**config.mk**
```make
export PLATFORM = sky130hd
export DESIGN_NAME = lzc_seq
export DESIGN_NICKNAME = d
export VERILOG_FILES = /design/src/rtl/lzc_seq.sv
export SDC_FILE = /design/constraint.sdc
export NUM_CORES = 1
export LEC_CHECK = 0
export CORE_MARGIN = 1
export CORE_UTILIZATION = 46
export CTS_CLUSTER_SIZE = 25
export DETAILED_ROUTE_END_ITERATION = 7
export GPL_ROUTABILITY_DRIVEN = 0
export HOLD_SLACK_MARGIN = 0.15
export PLACE_DENSITY = 0.9
export SYNTH_ARGS = -nofsm -noshare
export SYNTH_HDL_FRONTEND = slang
export SYNTH_SLANG_ARGS = --single-unit
```
**constraint.sdc**
```tcl
create_clock -name clk -period 3.2 [get_ports clk]
set_input_delay 0.32 -clock clk [delete_from_list [all_inputs] [get_ports clk]]
set_output_delay 0.32 -clock clk [all_outputs]
set_load 0.05 [all_outputs]
```
**src/rtl/lzc_seq.sv**
```systemverilog
// Iterative leading-zero counter: scans a WIDTH-bit operand MSB-first, one CHUNK per cycle.
// Optional macro LZC_SEQ_NORM_EN adds the intra-chunk shift so NormOut = Num << ZeroCnt.
module lzc_seq #(
   parameter int unsigned WIDTH = 64,
   parameter int unsigned CHUNK = 16
) (
   input  logic                         clk,
   input  logic                         reset_n,
   input  logic                         InValid,
   output logic                         InReady,
   input  logic [WIDTH-1:0]             Num,
   input  logic                         Flush,
   output logic                         OutValid,
   input  logic                         OutReady,
   output logic [$clog2(WIDTH+1)-1:0]   ZeroCnt,
   output logic                         AllZero,
   output logic [WIDTH-1:0]             NormOut
);

   localparam int unsigned NCHUNK = WIDTH / CHUNK;
   localparam int unsigned ZW     = $clog2(WIDTH + 1);
   localparam int unsigned CW     = $clog2(CHUNK + 1);
   localparam int unsigned IW     = (NCHUNK > 1) ? $clog2(NCHUNK) : 1;

   typedef enum logic [1:0] {StIdle, StScan, StDone} state_e;

   state_e           r_state, w_state;
   logic [WIDTH-1:0] r_wr, w_wr;
   logic [ZW-1:0]    r_acc, w_acc;
   logic [IW-1:0]    r_idx, w_idx;

   logic [CHUNK-1:0] w_top;
   logic [CW-1:0]    w_cnt;
   logic             w_found;

   // Inner CHUNK-wide leading-zero counter on the top of the working register.
   always_comb begin
      w_top   = r_wr[WIDTH-1 -: CHUNK];
      w_cnt   = CW'(CHUNK);
      w_found = 1'b0;
      for (int i = int'(CHUNK) - 1; i >= 0; i--) begin
         if (!w_found && w_top[i]) begin
            w_cnt   = CW'(int'(CHUNK) - 1 - i);
            w_found = 1'b1;
         end
      end
   end

   always_comb begin
      w_state = r_state;
      w_wr    = r_wr;
      w_acc   = r_acc;
      w_idx   = r_idx;
      if (Flush) begin
         w_state = StIdle;
      end else begin
         case (r_state)
            StIdle: begin
               if (InValid) begin
                  w_wr    = Num;
                  w_acc   = '0;
                  w_idx   = '0;
                  w_state = StScan;
               end
            end
            StScan: begin
               if (w_cnt != CW'(CHUNK)) begin
                  w_acc   = r_acc + ZW'(w_cnt);
`ifdef LZC_SEQ_NORM_EN
                  w_wr    = r_wr << w_cnt;
`else
                  w_wr    = r_wr;
`endif
                  w_state = StDone;
               end else begin
                  // Whole chunk is zero: skip it; the last chunk ends with Acc == WIDTH.
                  w_acc = r_acc + ZW'(CHUNK);
                  w_wr  = r_wr << CHUNK;
                  w_idx = r_idx + 1'b1;
                  if (r_idx == IW'(NCHUNK - 1)) begin
                     w_state = StDone;
                  end
               end
            end
            StDone: begin
               if (OutReady) begin
                  w_state = StIdle;
               end
            end
            default: w_state = StIdle;
         endcase
      end
   end

   always_ff @(posedge clk or negedge reset_n) begin
      if (!reset_n) begin
         r_state <= StIdle;
         r_wr    <= '0;
         r_acc   <= '0;
         r_idx   <= '0;
      end else begin
         r_state <= w_state;
         r_wr    <= w_wr;
         r_acc   <= w_acc;
         r_idx   <= w_idx;
      end
   end

   assign InReady  = (r_state == StIdle);
   assign OutValid = (r_state == StDone);
   assign ZeroCnt  = OutValid ? r_acc : '0;
   assign AllZero  = OutValid && (r_acc == ZW'(WIDTH));
`ifdef LZC_SEQ_NORM_EN
   assign NormOut  = OutValid ? r_wr : '0;
`else
   assign NormOut  = '0;
`endif

endmodule

```
==> impl_metrics.csv <==
group,metric,value,unit
setup_path,cp_cell_sequence,"or4_4 -> or3_4 -> nor3_2 -> nand4_1 -> o311ai_2 -> ha_2 -> fa_2 -> a21o_1 -> a21oi_1 -> xnor2_1 -> a211oi_1 -> a211oi_1",
clocking,cts_buffers,9,
yosys,synth-async-reset-ratio,100,%
setup_path,path_class,"reg2reg",
worst_hold_path,hold_class,"in2async",
setup_path,cp-end-kind,"flip-flop",
clocking,cts.sinks,75,
setup_path,cp.required,3.46,ns
sta,fin_skew,0.00896,ns
placed_design,io_buffers,78,
yosys,seq_area_frac_synth,45.7,%
global_routing,grt_pass1_vias,3235,
setup_path,arrival,3.37,ns
yosys,yosys.area.top_type,"dfrtp_1",
global_routing,grt_pass1_wl,15.2,mm
drt,wl,9.35,mm
sta,period_needed,3.10,ns
power,pwr_density_cell,564,nW/um^2
finish,areaGrowthSynthToFinish,22.1,%
clocking,clkTransAtPathRegs,0.08,ns
setup_path,r2r_start,"r_wr[62]",
yosys,synth_top_family_by_area,"compound AO/OA/AOI/OAI gates",
sta,slew_headroom,28.7,%
setup_path,critical_path.slowest_cell,"or4_4",
yosys,synth_top_area_share,45.7,%
floorplanning,core_region_area,8680,um^2
sta,setup_viol,0,
finish,regArea,1880,um^2
yosys,muxShareOfSynthArea,0.488,%
yosys,synth_cells,438,
sta,hold_viol,0,
sta,final-max-slew-violation-count,0,
yosys,synth_compound_area_share,23.5,%
yosys,synth_area_leaders,"dfrtp_1, buf_4, o22ai_1",
floorplanning,ios,143,
drt,drtPass1Iterations,4,
setup_path,r2r_setup_slack,0.1,ns
floorplanning,rows,34,
yosys,yosysWarnings,0,
yosys,synth-seq-cells,75,
clocking,clk_latency,0.35,ns
clocking,cts_tree,"built",
floorplanning,die_h,96.5,um
yosys,synth_fa_ha_area_share,2.93,%
finish,final_nets,586,
power,ir_drop,487,uV
sta,max_freq,0.322,GHz
yosys,syn_area_per_cell,9.37,um^2
finish,multiInputGateArea,1850,um^2
drt,drt_iter0_drc,179,
yosys,synth_simple_gate_area_share,10.9,%
yosys,synthFlopType,"dfrtp_1",
drt,ant_nets,0,
placed_design,dpl_cell_area,4700,um^2
floorplanning,die_w,96.5,um
yosys,synth.cell_area,4100,um^2
sta,post-route-period-util,97.0,%
sta,worst_slew_pin_slew,1.06,ns
flow_run,drv_cap,0,
yosys,synth_common_cells,"dfrtp_1, buf_4, nor2_1",
clocking,cts-root-buf,"clkbuf_8",
drt,via_per_inst,5.47,
yosys,ys_types,44,
power,p_leak,2.16,nW
yosys,yosysMostFrequentCell,"dfrtp_1",
setup_path,start_kind,"flip-flop",
placed_design,dp_hpwl,6.38,mm
finish,final_cells,621,
clocking,htree_levels,3,
yosys,synth-edff-count,0,
finish,final_area,5010,um^2
setup_path,cp_max_fo,3,
clocking,clk_path_buf_depth,2,
drt,wire_per_inst,15.1,um
global_routing,grt-ovfl-total,0,
setup_path,cpMostUsedCell,"a211oi_1",
drt,drcViolationCount,0,
outcome,status,"finished clean",
drt,vias,3398,
global_routing,grt_max_degree,49,
global_routing,antenna_found_initial,0,
floorplanning,start_util,47.3,%
global_routing,track_usage,21.1,%
setup_path,critPathMaxStageDelay,0.56,ns
finish,diodes,0,
setup_path,crit_start,"r_wr[62]",
floorplanning,die_area,9300,um^2
placed_design,placed_cells,603,
finish,fillers,677,
finish,drive_above_1_share,7.02,%
sta,timing.setup.tns,0,ns
yosys,synth-xor-area-share,0.427,%
layout by cell type (no fill, tap or decap), drive strengths merged, types with 9 or more instances in the layout:
cell type / count
nor2: 57
buf: 11
conb: 64
dfrtp: 75
clkdlybuf4s50: 77
o21ai: 9
a21oi: 52
o22ai: 48
clkbuf: 9
a22o: 17
final cells by class:
type | count | share of cell area, %
sequential | 75 | 37.5
multi-input combinational | 327 | 37.0
timing repair buffer | 89 | 17.2
clock inverter | 7 | 2.80
tap | 108 | 2.70
clock buffer | 9 | 2.47
inverter | 6 | 0.449
sequential cells by signal (all words and copies together), names as in the netlist:
name,cells
r_state,2
r_idx,2
r_wr,64
r_acc,7
path summary, 6_finish.rpt:
kind / to / depth (start not counted)
hold reg to reg: r_wr[7] / 1
hold / removal: r_wr[0] / 2
min in group clk: r_wr[7] / 1
max in group asynchronous: r_wr[46] / 3
setup / recovery: r_acc[4] / 12
setup reg to reg: r_acc[4] / 12
metal layers:
metal / GRT usage, % / vias up / wire length (um)
li1: - / 1601 / -
met1: 26.3 / 1615 / 3750
met2: 35.3 / 164 / 4760
met3: 4.77 / 18 / 620
met4: 9.07 / 0 / 217
met5: 0 / - / 0
per-stage QoR:
stage | util, % | power, mW | hold slack [ns] | worst slack, ns
finish | 57.7 | 2.83 | 0.462 | 0.0960
global route | 57.7 | 2.96 | 0.500 | -0.0387
CTS | 57.3 | 2.83 | 0.462 | 0.0204
detailed placement | 54.1 | 1.87 | 0.313 | 0.0315
global placement | 54.1 | 1.84 | 0.302 | 0.228
floorplan | - | 1.74 | 0.0244 | 0.357
power by group:
group / leakage [nW] / switching, mW / internal (mW)
Sequential: 0.877 / 0.130 / 1.11
Clock: 0.125 / 0.352 / 0.595
Combinational: 1.15 / 0.390 / 0.245
Total: 2.16 / 0.872 / 1.96
repair_timing:
item | CTS | global route
hold buffers | 1 | 0
hold endpoints to repair | 20 | 0
setup buffers | 0 | 1
endpoints found under the setup margin | 0 | 3
resized for setup | 0 | 10
logic make-up (layout without fill, tap and decap cells):
kind of cell	Yosys count	count (layout)
mux	2	2
flops	75	75
compound gates	152	152
other cells	1	64
buf+inv	99	111
simple gates	98	98
xor+xnor	2	2
fa+ha+maj	9	9
worst max-delay path, delay by kind of cell (launching register included):
| family | cells | cell delay (ns) |
|---|---|---|
| AO/OA/AOI/OAI | 5 | 0.63 |
| XOR/XNOR | 1 | 0.24 |
| adder cells (fa/ha/maj) | 2 | 0.48 |
| flip-flops | 1 | 0.41 |
| AND/OR/NAND/NOR | 4 | 1.27 |
Power figures use the tool's default switching activity.
